[src/rtl/delay_pipe.sv]
// delay_pipe: DEPTH-stage valid/data delay line with a per-cycle output tap.
// Optional occupancy counter on the occ port when DELAY_PIPE_OCC_EN is defined.
//
// Ports:
//   clk        rising-edge clock
//   reset      synchronous active-high reset (highest priority)
//   stall      hold every stage; the input sample of that cycle is dropped
//   flush      clear all valid bits and load RESET into all data (beats stall)
//   in_valid   qualifies in_data
//   in_data    data entering stage 1
//   tap        output select: 0 = input passthrough, k = stage k,
//              values above DEPTH saturate to DEPTH
//   out_valid  valid bit of the selected stage
//   out_data   data of the selected stage
//   occ        number of valid stages (only with DELAY_PIPE_OCC_EN)
module delay_pipe #(
    parameter int unsigned      WIDTH = 32,
    parameter int unsigned      DEPTH = 4,
    parameter logic [WIDTH-1:0] RESET = '0,
    localparam int unsigned     TW    = $clog2(DEPTH + 1)
) (
    input  logic             clk,
    input  logic             reset,
    input  logic             stall,
    input  logic             flush,
    input  logic             in_valid,
    input  logic [WIDTH-1:0] in_data,
    input  logic [TW-1:0]    tap,
    output logic             out_valid,
    output logic [WIDTH-1:0] out_data
`ifdef DELAY_PIPE_OCC_EN
    ,
    output logic [TW-1:0]    occ
`endif
);

    logic [DEPTH:1]   vld;
    logic [WIDTH-1:0] dat [1:DEPTH];
    logic             clr;
    logic [TW-1:0]    sel;

    // reset and flush have the same effect on the stages
    assign clr = reset | flush;

    // Data moves on every unstalled edge even when the valid bit is low.
    always_ff @(posedge clk) begin
        if (clr) begin
            vld <= '0;
            for (int k = 1; k <= DEPTH; k++) begin
                dat[k] <= RESET;
            end
        end else if (!stall) begin
            vld[1] <= in_valid;
            dat[1] <= in_data;
            for (int k = 2; k <= DEPTH; k++) begin
                vld[k] <= vld[k-1];
                dat[k] <= dat[k-1];
            end
        end
    end

    always_comb begin
        sel = tap;
        if (tap > TW'(DEPTH)) begin
            sel = TW'(DEPTH);
        end
    end

    // sel == 0 keeps the combinational passthrough default
    always_comb begin
        out_valid = in_valid;
        out_data  = in_data;
        for (int k = 1; k <= DEPTH; k++) begin
            if (sel == TW'(k)) begin
                out_valid = vld[k];
                out_data  = dat[k];
            end
        end
    end

`ifdef DELAY_PIPE_OCC_EN
    // One sample enters and one leaves per unstalled edge, so the
    // count tracks popcount(vld) and stays within 0..DEPTH.
    always_ff @(posedge clk) begin
        if (clr) begin
            occ <= '0;
        end else if (!stall) begin
            occ <= occ + TW'(in_valid) - TW'(vld[DEPTH]);
        end
    end
`endif

endmodule

[config.mk]
export PLATFORM = sky130hd
export DESIGN_NAME = delay_pipe
export DESIGN_NICKNAME = d
export VERILOG_FILES = /design/src/rtl/delay_pipe.sv
export SDC_FILE = /design/constraint.sdc
export NUM_CORES = 1
export LEC_CHECK = 0
export CAP_MARGIN = 0
export CORE_AREA = 8 8 133 135
export DETAILED_ROUTE_END_ITERATION = 10
export DIE_AREA = 0 0 141 143
export REMOVE_ABC_BUFFERS = 1
export SYNTH_ARGS = -nofsm -noshare
export SYNTH_HDL_FRONTEND = slang
export SYNTH_SLANG_ARGS = --single-unit
[constraint.sdc]
create_clock -name clk -period 5.6 [get_ports clk]
set_input_delay 0.56 -clock clk [delete_from_list [all_inputs] [get_ports clk]]
set_output_delay 0.56 -clock clk [all_outputs]
set_load 0.1 [all_outputs]
# Word-level counts from Yosys, hierarchy flattened

Memory sizes are Yosys's and may differ from the RTL's.
Cells that the tools add are included.

Magnitude comparators: 1
Eq/ne operators: 4
Muxes and demuxes: 18
Bitwise operators: 5

Operators with widths:

| operator           | count |
|---|---|
| $mux 32            | 8 |
| $mux 1             | 9 |
| $eq 3x2->1 const B | 2 |
| $or 1x1->1         | 5 |
| $eq 3x1->1 const B | 1 |
| $eq 3x3->1 const B | 1 |
| $gt 3x3->1 const B | 1 |
| $mux 3             | 1 |

Flip-flop bits (word level): 4
Memory bits (writable): 128
Input bits: 40
Output and inout bits: 33
Word-level logic and storage cells: 30
Memories: 1

Memories:

| name | depth | width | rd ports | clocked after memory_dff | wr ports | line | RTL |
|---|---|---|---|---|---|---|---|
| dat  | 4     | 32    | 4        | 0                        | 4        | 38   | `logic [WIDTH-1:0] dat [1:DEPTH];` |

# Depth between registers and ports, before layout

Gate-level depths: netlist of the first run.

Word-level depth: 7
Depth in mapped cells: 5
Mapped depth without buffers: 3

# Worst setup path before layout of the first run

OpenSTA, ideal clock, no wires.

Path type: in2reg
Start: input stall
End: register dat[0][100] (netlist name)
Setup time: 0.481 ns
Arrival time: 3.219 ns
Data required time: 5.119 ns
Slack: 1.900 ns
Cell stages on the path: 2
Buffers on the path: 0
Cells stage by stage: nor3b_1 -> inv_1

RTL lines:

| what               | line | RTL |
|---|---|---|
| start: declaration | 24   | `input logic stall,` |

# Worst setup path after layout of the first run

Start: input tap[1]
End: output out_data[28]

Cells in the longest elaborated chain, start to end: 7
Elaborated cells on any way between the ends: 10
Classes of those cells: order compare: 1; eq/ne: 4; mux: 5

RTL lines:

| what                 | line | RTL |
|---|---|---|
| start: declaration   | 28   | `input logic [TW-1:0] tap,` |
| $gt 3x3->1           | 64   | `if (tap > TW'(DEPTH)) begin` |
| $mux 3 (*)           | 64   |  |
| $eq 3x1->1           | 74   | `if (sel == TW'(k)) begin` |
| $mux 32 (3 in a row) | 74   |  |
| $mux 32 (*)          | 74   |  |
| end: declaration     | 30   | `output logic [WIDTH-1:0] out_data` |

Every way passes the cells marked *; elsewhere a longest branch is shown, timed or not.

==> qor.yml, run 1 <==
status:
  status: "finished, final reports clean"
critical_path:
  cp_max_fo: 34
  crit_type: "in -> out"
  crit_start: "tap[1]"
  critPathCaptureType: "output pin"
  worstPathArrival_ns: 3.20
  reg2reg_from: "dat[0][50]"
  cp-start-kind: "input pin"
  critPathRequiredTime_ns: 5.04
layout:
  fin_nets: 567
  final_util: 0.478
  final_cell_mix: "and2_1, edfxtp_1, clkdlybuf4s50_1"
  layout-drive-gt1-share: 0.0579
  num-fill-cells: 1399
  antenna_cells: 0
  multi_input_area_um2: 2030
  regArea_um2: 3920
  synthToLayoutAreaGrowth_pct: 21.3
min_path:
  worstHoldStart: "vld[4]"
  hp-class: "reg -> reg"
clock_network:
  post-cts-setup-buffers: 0
  cts.sinks: 132
  tritoncts: "yes"
  cts_resized: 0
  cts_made_buffers: 17
  cts_hold_buf: 0
  clock_path_buffers: 2
  insertion_delay_ns: 0.41
  htree_levels: 4
  cts_root_buf: "clkbuf_16"
  clk_pin_slew_worst_paths_ns: 0.05
routing:
  via_per_inst: 5.10
  drc: 0
  drt_first_pass_iters: 4
  wl_per_cell_um: 17.2
  routed_wl_mm: 12.9
  drtAntennaViolNets: 0
  drtIter0Drc: 291
  vias: 3829
power_and_ir_drop:
  sw_frac_of_total: 0.257
  peakVddDrop_v: 0.000211
  clkPwrFrac: 0.385
  internal_power_w: 0.00177
  p_comb_frac: 0.134
  p_per_area_nw_per_um2: 320
  pwr-share-seq: 0.482
  p_switching_w: 0.000612
  leakagePower_nw: 2.78
timing:
  tns_ns: 0
  rsz0062_at_grt: "no"
  period_needed_ns: 3.76
  slew_headroom: 0.307
  clock_skew_ns: 0.00365
  fin_crit_sh: 0.672
  tightest_slew_ns: 1.04
  setup_viol: 0
  slew_viol_final: 0
  finalHoldViolations: 0
  max_freq_mhz: 266
yosys:
  yosysUniqueCellTypes: 19
  ys_async_sr_fraction: 0
  synth_flop_cell: "edfxtp_1"
  syn_avg_cell_area_um2: 13.1
  syn-cell-area_um2: 6140
  synth_area_leaders: "edfxtp_1, and2_1, mux2i_1"
  synth-seq-cells: 132
  ys_seq_area_frac: 0.639
  yosys_warnings: 0
  synth_edf_count: 128
  synth_cells: 468
  synth_top_area_share: 0.626
  yosysTopAreaCell: "edfxtp_1"
floorplan:
  die_w_um: 141
  die_h_um: 143
  die_area_um2: 20200
  start_util: 0.394
  num_rows: 46
  core-area_um2: 15600
  io_pins: 73
place:
  gp_congestion: 0.697
  hpwl_mm: 7.31
  portBuffers: 72
global_route:
  grt_pass1_vias: 3979
  antenna_found_initial: 0
  grt_start_max_net_pins: 133
  overflow: 0
  grt_pass1_wl_mm: 21.5
  grtUsageTotal: 0.136
flow_run:
  cap_violations: 0
==> registers in the layout (all words and copies together), names as in the netlist <==
name,flops
dat,128
vld,4
==> worst max-delay path, stage by stage <==
cell	delay (ns)
buf_2	0.51
buf_4	0.46
nand3_1	0.11
o21a_1	0.15
o21ai_1	0.20
clkdlybuf4s50_1	1.18
==> final timing paths <==
kind,end,slack [ns],cells past startpoint
worst max-delay path,out_data[28],1.84,6
worst min register to register,vld[4],0.48,1
worst max register to register,dat[0][82],4.80,1
worst min-delay path,vld[4],0.48,1
==> synth_stat cells, types with 3 or more instances <==
master,count
and2_1,128
edfxtp_1,128
a22oi_1,32
mux2i_1,32
nand3_1,32
o21a_1,32
o21ai_1,32
buf_2,17
clkbuf_1,14
a22o_1,4
buf_6,4
dfxtp_1,4
buf_1,3
==> kinds of logic (layout without fill, tap and decap cells) <==
family,count (synthesis),after routing,share of synthesized area
compound gates,100,100,0.110
buf+inv,39,106,0.0322
flops,132,132,0.639
mux,34,34,0.0576
simple gates,163,163,0.161
==> per-layer routing <==
| layer | global-route usage | vias up | wire [µm] |
|---|---|---|---|
| li1 | - | 1835 | - |
| met2 | 0.206 | 86 | 5930 |
| met3 | 0.0457 | 9 | 667 |
| met4 | 0.0458 | 0 | 130 |
| met5 | 0 | - | 0 |
| met1 | 0.180 | 1899 | 6220 |
==> power by group through the flow <==
stage	Sequential [W]	Combinational, W	Clock, W
5_1_grt	0.00115	0.000338	0.000980
3_3_place_gp	0.00117	0.000320	0
6_report	0.00115	0.000319	0.000917
3_5_place_dp	0.00117	0.000322	0
2_1_floorplan	0.00116	0.000205	0
4_1_cts	0.00115	0.000323	0.000940
==> metrics by stage <==
step	hold WS (ns)	instances	setup slack [ns]	power (W)	area, µm²
3_3_place_gp	0.459	724	1.82	0.00149	6990
3_5_place_dp	0.472	724	1.81	0.00149	6990
5_1_grt	0.514	751	1.68	0.00247	7450
6_report	0.480	751	1.84	0.00238	7450
4_1_cts	0.486	751	1.81	0.00241	7450
2_1_floorplan	0.444	430	1.90	0.00137	5950
==> area by class of cell <==
type | count | area share
flip-flops and latches | 132 | 0.527
multi-input cells | 297 | 0.273
repair buffers | 78 | 0.101
clock buffers | 25 | 0.0611
well taps | 216 | 0.0363
clock inverters | 2 | 0.00101
inverters | 1 | 0.000840
(Power assumes the default switching activity.)
==> run 2: changes to the inputs <==
clock period = 3.25 ns   (was 5.6 ns; I/O delays follow)
==> run 2 against run 1 <==
Net effect: sequential power up 72%; sequential share of layout area decreased by 3.1 points; design area rose by 6.2%; worst hold slack improved by 0.0034 ns; first-iteration DRC count rose by 24%; flip-flop and latch count is the same; die area is the same; utilization up 3.0 points; clock skew up 0.0025 ns; non-clock buffer count up 8; via count rose by 0.47%; largest power group unchanged.
==> qor.yml, run 2 (synthesis gave the netlist of run 1 again) <==
timing:
  max_freq_mhz: 448
  slew_headroom: 0.620  # was 0.307
  tightest_slew_ns: 0.570  # was 1.04 ns
  rsz0062_at_grt: "no"  # unchanged
  finalHoldViolations: 0  # unchanged
  fin_crit_sh: 0.687
  setup_viol: 0  # unchanged
  period_needed_ns: 2.23
  slew_viol_final: 0  # unchanged
  setup_ws_ns: 1.02  # was 1.84 ns
  clock_skew_ns: 0.00617  # was 0.00365 ns
layout:
  synthToLayoutAreaGrowth_pct: 28.8  # was 21.3%
  top_register: "dat"  # unchanged
  largest_reg_flops: 128  # unchanged
  final_cell_mix: "and2_1, edfxtp_1, clkdlybuf4s50_1"  # unchanged
  fin_nets: 575  # was 567
  final_util: 0.507  # was 0.478
  antenna_cells: 0  # unchanged
  layout-drive-gt1-share: 0.139  # was 0.0579
  final_cell_area_um2: 7910  # was 7450 µm²
  reg.largest.list: "dat (128), vld (4)"  # unchanged
clock_network:
  cts_made_buffers: 17  # unchanged
  htree_levels: 4  # unchanged
  clock_path_buffers: 2  # unchanged
  cts_hold_buf: 0  # unchanged
  cts_root_buf: "clkbuf_16"  # unchanged
  tritoncts: "yes"  # unchanged
  clk_pin_slew_worst_paths_ns: 0.05  # about the same
  insertion_delay_ns: 0.42  # was 0.41 ns
  post-cts-setup-buffers: 0  # unchanged
  cts_resized: 0  # unchanged
  cts.sinks: 132  # unchanged
routing:
  vias: 3847  # was 3829
  drc: 0  # unchanged
  via_per_inst: 5.04  # was 5.10
  drtIter0Drc: 360  # was 291
  wl_per_cell_um: 17.0  # was 17.2 µm
  drtAntennaViolNets: 0  # unchanged
  routed_wl_mm: 13.0  # was 12.9 mm
  drt_first_pass_iters: 4  # unchanged
critical_path:
  critPathRequiredTime_ns: 2.92  # was 5.04 ns
  cp_max_fo: 29  # was 34
  cp-start-kind: "input pin"  # unchanged
  worstPathArrival_ns: 1.91  # was 3.20 ns
  crit_type: "in -> out"  # unchanged
  critPathCaptureType: "output pin"  # unchanged
  slowest_delay_ns: 0.45  # was 1.18 ns
  cp_slowest_cell: "buf_2"  # was clkdlybuf4s50_1
  reg2reg_depth: 1  # unchanged
  worstPathCellList: "buf_2 -> nor3b_4 -> buf_4 -> a22oi_1 -> o21ai_1 -> buf_12"  # was buf_2 -> buf_4 -> nand3_1 -> o21a_1 -> o21ai_1 -> clkdlybuf4s50_1
floorplan:
  io_pins: 73  # unchanged
  num_rows: 46  # unchanged
  die_w_um: 141  # unchanged
  start_util: 0.394  # unchanged
  core-area_um2: 15600  # unchanged
  die_area_um2: 20200  # unchanged
  die_h_um: 143  # unchanged
global_route:
  overflow: 0  # unchanged
  grt_pass1_wl_mm: 21.5  # about the same
  grt_start_max_net_pins: 133  # unchanged
  grt_pass1_vias: 3969  # was 3979
  grtUsageTotal: 0.137  # was 0.136
  antenna_found_initial: 0  # unchanged
power_and_ir_drop:
  peakVddDrop_v: 0.000326  # was 0.000211 V
  power.total_w: 0.00431  # was 0.00238 W
  leakagePower_nw: 3.02  # was 2.78 nW
  p_per_area_nw_per_um2: 544  # was 320 nW/µm²
status:
  status: "finished, final reports clean"  # unchanged
place:
  placed_area_um2: 7400  # was 6990 µm²
  gp_congestion: 0.724  # was 0.697
  hpwl_mm: 7.96  # was 7.31 mm
  portBuffers: 72  # unchanged
  dp_slack_ns: 1.02  # was 1.81 ns
min_path:
  hp-class: "reg -> reg"  # unchanged
  min_path_cells: 1  # unchanged
flow_run:
  cap_violations: 0  # unchanged
-- run 2: final timing paths --
path | to | from | slack, ns
worst max-delay path | out_data[17] | tap[1] | 1.02
worst min-delay path | vld[4] | vld[4] | 0.48
worst max register to register | dat[0][82] | dat[0][50] | 2.44
worst min register to register | vld[4] | vld[4] | 0.48
-- run 2: area by class of cell --
type / instances / area, µm²
fill: 1353 / 7680
sequential: 132 / 3920
multi-input combinational: 297 / 2030
timing repair buffer: 86 / 1170
clock buffer: 24 / 452
tap: 216 / 270
clock inverter: 8 / 60.1
inverter: 1 / 6.26
-- run 2: critical path, delay by kind of cell --
kind,cells,cell delay (ns)
buf+inv,3,0.96
simple gates,1,0.29
compound gates,2,0.31
-- run 2: metal layers --
metal  global-route usage  part of all wire  up-vias
li1                     -                 -     1857
met1                0.180              0.49     1896
met2                0.207              0.44       81
met3               0.0501             0.054       13
met4               0.0441             0.011        0
met5                    0                 0        -
-- run 2: where the power goes --
part | internal [W] | leakage [nW] | total [W] | switching, W
registers | 0.00194 | 1.52 | 0.00198 | 0.0000340
logic | 0.000236 | 1.25 | 0.000642 | 0.000406
clock network | 0.00103 | 0.250 | 0.00169 | 0.000653
total | 0.00321 | 3.02 | 0.00431 | 0.00109
-- run 2: metrics by stage --
| stage | instances | setup TNS [ns] | hold slack (ns) |
|---|---|---|---|
| global placement | 732 | 0 | 0.457 |
| detailed placement | 732 | 0 | 0.472 |
| finish | 764 | 0 | 0.483 |
| CTS | 764 | 0 | 0.490 |
| floorplan | 430 | -27.48 | 0.444 |
| global route | 764 | 0 | 0.514 |
